$ cat src/rtl/mac_nbit_pipe.sv
// mac_nbit_pipe: two-stage pipelined N-bit multiply-accumulate with windowed, saturating output.
// Define MAC_OUT_REG_EN to register MAC_OUT/MAC_OUT_VALID (3-edge latency); default is combinational (2-edge).
module mac_nbit_pipe #(
  parameter int DATA_WIDTH = 8,
  parameter int ACC_GUARD  = 4,
  parameter int SEL_WIDTH  = 6
) (
  input  logic                  MAC_ACC_CLK,
  input  logic                  acc_ff_rstn,
  input  logic                  EFPGA_MATHB_CLK_EN,
  input  logic                  MAC_IN_VALID,
  input  logic [DATA_WIDTH-1:0] MAC_OPER_DATA,
  input  logic [DATA_WIDTH-1:0] MAC_COEF_DATA,
  input  logic                  MAC_TC,
  input  logic                  MAC_ACC_CLEAR,
  input  logic                  MAC_ACC_RND,
  input  logic                  MAC_ACC_SAT,
  input  logic [SEL_WIDTH-1:0]  MAC_OUT_SEL,
  output logic [DATA_WIDTH-1:0] MAC_OUT,
  output logic                  MAC_OUT_VALID,
  output logic                  MAC_ACC_OVF,
  output logic                  MAC_SAT_FLAG
);
  localparam int AW = 2*DATA_WIDTH + ACC_GUARD;
  localparam int XW = AW - DATA_WIDTH;
  localparam logic [SEL_WIDTH-1:0] MAX_SEL = SEL_WIDTH'(XW);

  logic [AW-1:0]         w_a, w_b, w_prod, w_rnd, w_base, w_hi_s, w_hi_u;
  logic [AW:0]           w_sum;
  logic                  w_ovf, w_clr_flags, w_over;
  logic [SEL_WIDTH-1:0]  w_sel;
  logic [DATA_WIDTH-1:0] w_win, w_sat_val, w_out;

  logic                  r1_vld, r1_tc, r1_clr, r1_rnd, r1_sat;
  logic [AW-1:0]         r1_prod;
  logic [SEL_WIDTH-1:0]  r1_sel;
  logic                  r2_vld, r2_tc, r2_sat, r_ovf, r_satf;
  logic [AW-1:0]         r_acc;
  logic [SEL_WIDTH-1:0]  r2_sel;

  assign w_a    = MAC_TC ? {{XW{MAC_OPER_DATA[DATA_WIDTH-1]}}, MAC_OPER_DATA} : {{XW{1'b0}}, MAC_OPER_DATA};
  assign w_b    = MAC_TC ? {{XW{MAC_COEF_DATA[DATA_WIDTH-1]}}, MAC_COEF_DATA} : {{XW{1'b0}}, MAC_COEF_DATA};
  assign w_prod = w_a * w_b;

  assign w_rnd       = (r1_sel != '0 && r1_sel <= MAX_SEL) ? (AW'(1) << (r1_sel - 1'b1)) : '0;
  assign w_base      = r1_clr ? '0 : r1_rnd ? w_rnd : r_acc;
  assign w_sum       = {1'b0, w_base} + {1'b0, r1_prod};
  assign w_ovf       = r1_tc ? (w_base[AW-1] == r1_prod[AW-1]) && (w_sum[AW-1] != w_base[AW-1]) : w_sum[AW];
  assign w_clr_flags = r1_vld & r1_clr & ~w_ovf;

  assign w_sel     = (r2_sel > MAX_SEL) ? '0 : r2_sel;
  assign w_win     = DATA_WIDTH'(r_acc >> w_sel);
  assign w_hi_s    = AW'($signed(r_acc) >>> (32'(w_sel) + DATA_WIDTH - 1));
  assign w_hi_u    = r_acc >> (32'(w_sel) + DATA_WIDTH);
  assign w_over    = r2_tc ? ~(&w_hi_s | ~|w_hi_s) : |w_hi_u;
  assign w_sat_val = r2_tc ? (r_acc[AW-1] ? {1'b1, {(DATA_WIDTH-1){1'b0}}} : {1'b0, {(DATA_WIDTH-1){1'b1}}})
                           : {DATA_WIDTH{1'b1}};
  assign w_out     = (r2_sat & w_over) ? w_sat_val : w_win;

  // Stage 1: capture the extended product with its per-operation controls
  always_ff @(posedge MAC_ACC_CLK or negedge acc_ff_rstn) begin
    if (!acc_ff_rstn) begin
      r1_vld  <= 1'b0;
      r1_prod <= '0;
      r1_tc   <= 1'b0;
      r1_clr  <= 1'b0;
      r1_rnd  <= 1'b0;
      r1_sat  <= 1'b0;
      r1_sel  <= '0;
    end else if (EFPGA_MATHB_CLK_EN) begin
      r1_vld  <= MAC_IN_VALID;
      r1_prod <= w_prod;
      r1_tc   <= MAC_TC;
      r1_clr  <= MAC_ACC_CLEAR;
      r1_rnd  <= MAC_ACC_RND;
      r1_sat  <= MAC_ACC_SAT;
      r1_sel  <= MAC_OUT_SEL;
    end
  end

  // Stage 2: accumulate valid products and maintain the sticky flags
  always_ff @(posedge MAC_ACC_CLK or negedge acc_ff_rstn) begin
    if (!acc_ff_rstn) begin
      r2_vld <= 1'b0;
      r_acc  <= '0;
      r2_sel <= '0;
      r2_sat <= 1'b0;
      r2_tc  <= 1'b0;
      r_ovf  <= 1'b0;
      r_satf <= 1'b0;
    end else if (EFPGA_MATHB_CLK_EN) begin
      r2_vld <= r1_vld;
      if (r1_vld) begin
        r_acc  <= w_sum[AW-1:0];
        r2_sel <= r1_sel;
        r2_sat <= r1_sat;
        r2_tc  <= r1_tc;
        r_ovf  <= (r1_clr ? 1'b0 : r_ovf) | w_ovf;
      end
      r_satf <= (w_clr_flags ? 1'b0 : r_satf) | (r2_vld & r2_sat & w_over);
    end
  end

  assign MAC_ACC_OVF  = r_ovf;
  assign MAC_SAT_FLAG = r_satf;

`ifdef MAC_OUT_REG_EN
  logic [DATA_WIDTH-1:0] r_out;
  logic                  r_out_vld;
  // Optional output register stage adding one edge of latency to the data path
  always_ff @(posedge MAC_ACC_CLK or negedge acc_ff_rstn) begin
    if (!acc_ff_rstn) begin
      r_out     <= '0;
      r_out_vld <= 1'b0;
    end else if (EFPGA_MATHB_CLK_EN) begin
      r_out     <= w_out;
      r_out_vld <= r2_vld;
    end
  end
  assign MAC_OUT       = r_out;
  assign MAC_OUT_VALID = r_out_vld;
`else
  assign MAC_OUT       = w_out;
  assign MAC_OUT_VALID = r2_vld;
`endif
endmodule

$ cat config.mk
export PLATFORM = sky130hd
export DESIGN_NAME = mac_nbit_pipe
export DESIGN_NICKNAME = d
export VERILOG_FILES = /design/src/rtl/mac_nbit_pipe.sv
export SDC_FILE = /design/constraint.sdc
export NUM_CORES = 1
export LEC_CHECK = 0
export BUFFER_PORTS_ARGS = -buffer_cell sky130_fd_sc_hd__buf_2
export CAP_MARGIN = 10
export CORE_AREA = 2 2 131 133
export CTS_BUF_LIST = sky130_fd_sc_hd__clkbuf_16
export DETAILED_ROUTE_END_ITERATION = 10
export DIE_AREA = 0 0 133 135
export PLACE_DENSITY_LB_ADDON = 0.1
export SYNTH_ARGS = -nofsm -noshare
export SYNTH_HDL_FRONTEND = slang
export SYNTH_SLANG_ARGS = --single-unit
export TNS_END_PERCENT = 50
$ cat constraint.sdc
create_clock -name MAC_ACC_CLK -period 13.67 [get_ports MAC_ACC_CLK]
set_clock_uncertainty 0.05 [all_clocks]
set_input_delay 0 -clock MAC_ACC_CLK [delete_from_list [all_inputs] [get_ports MAC_ACC_CLK]]
set_output_delay 0 -clock MAC_ACC_CLK [all_outputs]
set_load 0.05 [all_outputs]
# == After elaboration in Yosys (flattened, before gate mapping) ==
# Cells that the tools add are included.
# word_totals
regBits,62
elab_cells,58
# classes
n_addsub,4
n_mul,1
order_cmp,2
n_eq_ne,2
shifts,4
n_mux,13
bitwise_logic,10
n_reduce_logical,8
# op_table
operator,count
two-way mux 20 bit,5
OR reduction 20 bit,2
>>> shifter 20 x 32 -> 20 bit,1
"subtractor 32 x 1 -> 32 bit, second input constant",1
two-way mux 8 bit,3
adder 20 x 20 -> 21 bit,1
multiplier 20 x 20 -> 20 bit,1
AND reduction 20 bit,1
"<< shifter 1 x 6 -> 20 bit, first input constant",1
>> shifter 20 x 6 -> 8 bit,1
>> shifter 20 x 7 -> 20 bit,1
"adder 6 x 4 -> 7 bit, second input constant",1
"> comparator 6 x 4 -> 1 bit, second input constant",1
"<= comparator 6 x 4 -> 1 bit, second input constant",1
two-way mux 6 bit,1
nonzero test 6 bit,1
"subtractor 6 x 1 -> 6 bit, second input constant",1
bitwise AND 1 bit,5
two-way mux 1 bit,4
bitwise OR 1 bit,3
logical AND 1 bit,2
NOT 1 bit,2
AND reduction 2 bit,1
equality test 1 bit,1
2 further kinds,2

# == Longest topological paths before layout ==
# logic_depth
ltp_word,13
ltp_mapped,24

# == Least setup slack after synthesis ==
# OpenSTA, ideal clock, no wires.
# synth_path
path_type,input port to flip-flop
startpoint,input port MAC_TC
endpoint,register r1_prod[19]
setup_ns,0.125
arrival_ns,5.815
slack_ns,7.680
path_stages,20
cell_sequence,clkbuf_1 > and3_1 > fa_1 > inv_1 > fa_1 > inv_1 > fa_1 > fa_1 > inv_1 > fa_1 > fa_1 > inv_1 > fa_1 > ha_1 > or3_1 > o31ai_1 > o211ai_1 > a31oi_1 > xnor2_1 > mux2_2
# synth_via
elab_chain_len,2
word_cells_on_any_way,3
cone_classes,mul: 1; mux: 2
# synth_rtl
item,line_no,source
"start, declared",14,"input logic MAC_TC,"
two-way mux 20 bit (on tied branches),"41, 42",
multiplier 20 x 20 -> 20 bit *,43,assign w_prod = w_a * w_b;
"end signal, assigned",72,r1_prod <= w_prod;
"end, declared",35,logic [AW-1:0] r1_prod;
# Every way passes the cells marked *; elsewhere a longest branch is shown, timed or not.
# A chain may end at the register's enable or synchronous reset.

# == Worst setup path after layout ==
# layout_path
startpoint,register r2_sel[2]
endpoint,output port MAC_OUT[6]
# layout_via
elab_chain_len,12
word_cells_on_any_way,16
cone_classes,add/sub: 2; order compare: 1; shift: 3; mux: 3; bitwise: 3; reduce/logical: 4
# layout_rtl
item,line_no,source
"start, declared",39,logic [SEL_WIDTH-1:0] r2_sel;
"start signal, assigned",95,r2_sel <= r1_sel;
> comparator 6 x 4 -> 1 bit,51,assign w_sel = (r2_sel > MAX_SEL) ? '0 : r2_sel;
two-way mux 6 bit *,51,
adder 6 x 4 -> 7 bit,"53, 54",
subtractor 32 x 1 -> 32 bit,53,assign w_hi_s = AW'($signed(r_acc) >>> (32'(w_sel) + DATA_WIDTH - 1));
>>> shifter 20 x 32 -> 20 bit,53,
OR reduction 20 bit,55,assign w_over = r2_tc ? ~(&w_hi_s | ~|w_hi_s) : |w_hi_u;
logical NOT 1 bit,55,
bitwise OR 1 bit,55,
NOT 1 bit,55,
two-way mux 1 bit,55,
bitwise AND 1 bit,58,assign w_out = (r2_sat & w_over) ? w_sat_val : w_win;
two-way mux 8 bit *,58,
"end, declared",19,"output logic [DATA_WIDTH-1:0] MAC_OUT,"
# Marked as above.

==> flow_summary.toml <==
[synth]
yosys.area_share.simple_pct = 15.2
synth_top_family_by_area = "adder cells"
synth_fa_ha_area_share_pct = 31.3
synth-seq-area-share_pct = 14.3
yosysWarnings = 0
muxShareOfSynthArea_pct = 11.6
syn_area_mm2 = 0.0109
synthXorXnorAreaFrac_pct = 4.11
ys_seq_elements = 62
syn_avg_cell_area_um2 = 9.32
synthArstFlopShare_pct = 100
synthCells = 1167
synth_edf_count = 0
ys_types = 95
synth_compound_area_share_pct = 14.8
synth_flop_cell = "dfrtp_1"

[placed_design]
gp_congestion = 0.994
hpwl_um = 20500
numPortBuffers = 40
dp_cells = 1382
pre_cts_ws_ns = 7.18

[critical_path]
endpoint_kind = "output port"
path_cells = "nand2_1 -> nand3_1 -> ha_1 -> nand4b_1 -> nor3_1 -> ha_1 -> nor2b_1 -> o21ai_1 -> nand2_1 -> o31ai_1 -> o31ai_1 -> a22oi_1 -> a221o_2 -> o31a_1 -> a21bo_1 -> mux2_4 -> buf_2"
timing.rr.start = "r2_sel[2]"
cp.required_ns = 13.62
crit_fanout = 18
startpoint_type = "flip-flop"
timing.critical_path.buf_inv = 1
arrival_ns = 6.42
worst_path_max_delay_cell = "nand3_1"
criticalPathCategory = "flip-flop to output port"
cp_slowest_stage_delay_ns = 0.65
critPathTopFamily = "compound AO/OA/AOI/OAI gates"
worstReg2RegEnd = "MAC_SAT_FLAG"
reg2reg_slack_ns = 7.73
rr_worst_depth = 16

[sta]
hold_viol_final = 0
period_share_pct = 47.4
timing.slew.headroom_pct = 17.3
tns_ns = 0
finalSetupViolations = 0
finalMaxSlewViolations = 0
min_period_ns = 6.47
rsz0062_at_grt = "false"
fin_ws_ns = 7.20
tightest_slew_ns = 1.24
max_freq_ghz = 0.154

[final_layout]
area_delta_synth_final_pct = 5.88
final-instance-count-excl-fill = 1411
drive_gt1_share_pct = 13.4
ff_latch_area_mm2 = 0.00155
fillerInstances = 1289
multi_input_area_mm2 = 0.00839
n_antenna_cell = 0
fin_nets = 1420

[die]
dieWidth_um = 133
rows = 47
io_pins = 41
fp.dieH_um = 135
core_area_mm2 = 0.0164
initial_core_util_pct = 66.3
die-area_mm2 = 0.0180

[power]
powerDensity_mw_per_mm2 = 222
power_leakage_nw = 5.46
ir_drop_uv = 113

[flow_run]
drv_cap = 0

[min_path]
hold_end = "r1_tc"
min_from = "MAC_TC"
whs_path_depth = 2
holdCritPathClass = "input port to flip-flop"

[detailed_routing]
drt_first_pass_iters = 5
drt-initial-drc-count = 581
ant_nets = 0
viasPerCell = 6.12
wirelength_um = 25500
routedWlPerCell_um = 18.1
drc_errors = 0
num_vias = 8632

[cts]
clk_latency_ns = 0.33
hold_buffers = 13
clock_path_buffers = 2
cts_num_sinks = 62
cts_resized = 0
cts.clk_slew.worst_paths_ns = 0.06
cts_tree = "done"
cts_setup_buffers = 0
numCtsBuffers = 9
clockRootBuffer = "clkbuf_16"
cts.htree.levels = 3

[outcome]
outcome = "finished, final reports clean"

[global_routing]
grt_pass1_vias = 9033
antenna_found_initial = 0
grt_pass1_wl_um = 43600
grtUsageTotal_pct = 30.0
grt_max_degree = 63
globalRouteOverflowTotal = 0
-- state kept, by name, indices dropped and copies added (netlist names) --
register       flops
r2_sat             1
MAC_SAT_FLAG       1
r1_clr             1
r1_sat             1
r1_sel             6
r1_rnd             1
r_acc             20
r1_vld             1
r2_sel             6
r2_tc              1
r1_tc              1
MAC_ACC_OVF        1
MAC_OUT_VALID      1
r1_prod           20
-- final cells by class --
class / count / area share (%)
timing repair buffer: 59 / 3.26
multi-input combinational: 891 / 72.9
sequential: 62 / 13.5
clock inverter: 7 / 0.641
tap: 220 / 2.39
clock buffer: 9 / 1.96
inverter: 163 / 5.38
-- report_power, final --
group / switching, mW / internal, mW / total [mW]
sequential: 0.106 / 0.257 / 0.363
combinational: 1.08 / 0.884 / 1.97
clock: 0.0854 / 0.141 / 0.227
total: 1.28 / 1.28 / 2.56
-- layer usage --
layer	vias to the layer above	routed length (um)	part of all wire, %	GRT usage [%]
li1	4092	-	-	-
met3	71	952	3.7	2.63
met2	273	13000	51	54.4
met5	-	0	0	0
met4	0	909	3.6	11.5
met1	4196	10600	41	37.3
-- worst max-delay path by stage --
stage | start | endpoint | cells after the start
after detailed placement | MAC_TC | r1_prod[19] | 20
after global routing | r2_sel[2] | MAC_OUT[2] | 17
after CTS | r2_sel[2] | MAC_OUT[6] | 17
after global placement | MAC_TC | r1_prod[19] | 20
final | r2_sel[2] | MAC_OUT[6] | 17
after floorplan | MAC_TC | r1_prod[19] | 20
-- Yosys cell counts (all sizes together) (24+ instances only) --
cell type,n,area [um^2]
mux4,24,563
nand3,29,145
a21oi,37,189
dfrtp,62,1550
o21ai,68,344
clkbuf,37,199
mux2,48,559
ha,90,1130
xnor2,36,315
nor2,48,204
nand2,94,355
fa,114,2280
and2,52,329
inv,163,619
-- per-stage QoR --
step | total power [mW] | util (%) | instance area, um^2 | hold slack, ns
2_1_floorplan | 1.93 | - | 10900 | -0.346
3_3_place_gp | 2.26 | 67.6 | 11100 | 0.158
3_5_place_dp | 2.31 | 67.6 | 11100 | 0.167
4_1_cts | 2.55 | 70.2 | 11500 | 0.0749
5_1_grt | 2.82 | 70.2 | 11500 | 0.108
6_report | 2.56 | 70.2 | 11500 | 0.0938
-- worst reg2reg max path: stages (launching register included) --
cell and delay, ns:
dfrtp_1 0.60, nand2_1 0.41, nand3_1 0.68, ha_1 0.50
nand4b_1 0.23, nor3_1 0.19, ha_1 0.25, nor2b_1 0.16
o21ai_1 0.43, nor2_1 0.20, a31oi_1 0.26, o21ai_0 0.14
a221oi_1 0.38, nand4_1 0.14, o21ai_0 0.51, a21boi_0 0.36
a32o_1 0.35
-- cells in the final DEF, fill, tap and decap left out, types with 9 or more instances in the layout --
cell | Yosys | layout
a21o_1 | 11 | 11
a21oi_1 | 36 | 36
a31oi_1 | 12 | 12
and2_1 | 49 | 49
and3_1 | 20 | 20
buf_2 | 3 | 40
clkbuf_16 | 0 | 9
dfrtp_1 | 62 | 62
dlygate4sd3_1 | 0 | 13
fa_1 | 114 | 114
ha_1 | 90 | 90
inv_1 | 162 | 162
mux2_2 | 43 | 43
mux2i_1 | 14 | 14
mux4_2 | 18 | 18
nand2_1 | 93 | 93
nand3_1 | 29 | 29
nand4_1 | 11 | 11
nor2_1 | 46 | 46
nor3_1 | 16 | 16
o211ai_1 | 10 | 10
o21ai_0 | 65 | 65
xnor2_1 | 36 | 36
xor2_1 | 15 | 15
-- cells by family (layout without fill, tap and decap cells) --
| logic type | Yosys count | in the layout |
|---|---|---|
| mux | 86 | 86 |
| other cells | 2 | 3 |
| fa+ha+maj | 204 | 204 |
| buf+inv | 215 | 238 |
| xor+xnor | 51 | 51 |
| simple gates | 315 | 315 |
| flops | 62 | 62 |
| compound gates | 232 | 232 |
Note: power is estimated with default switching activity, not from simulation.
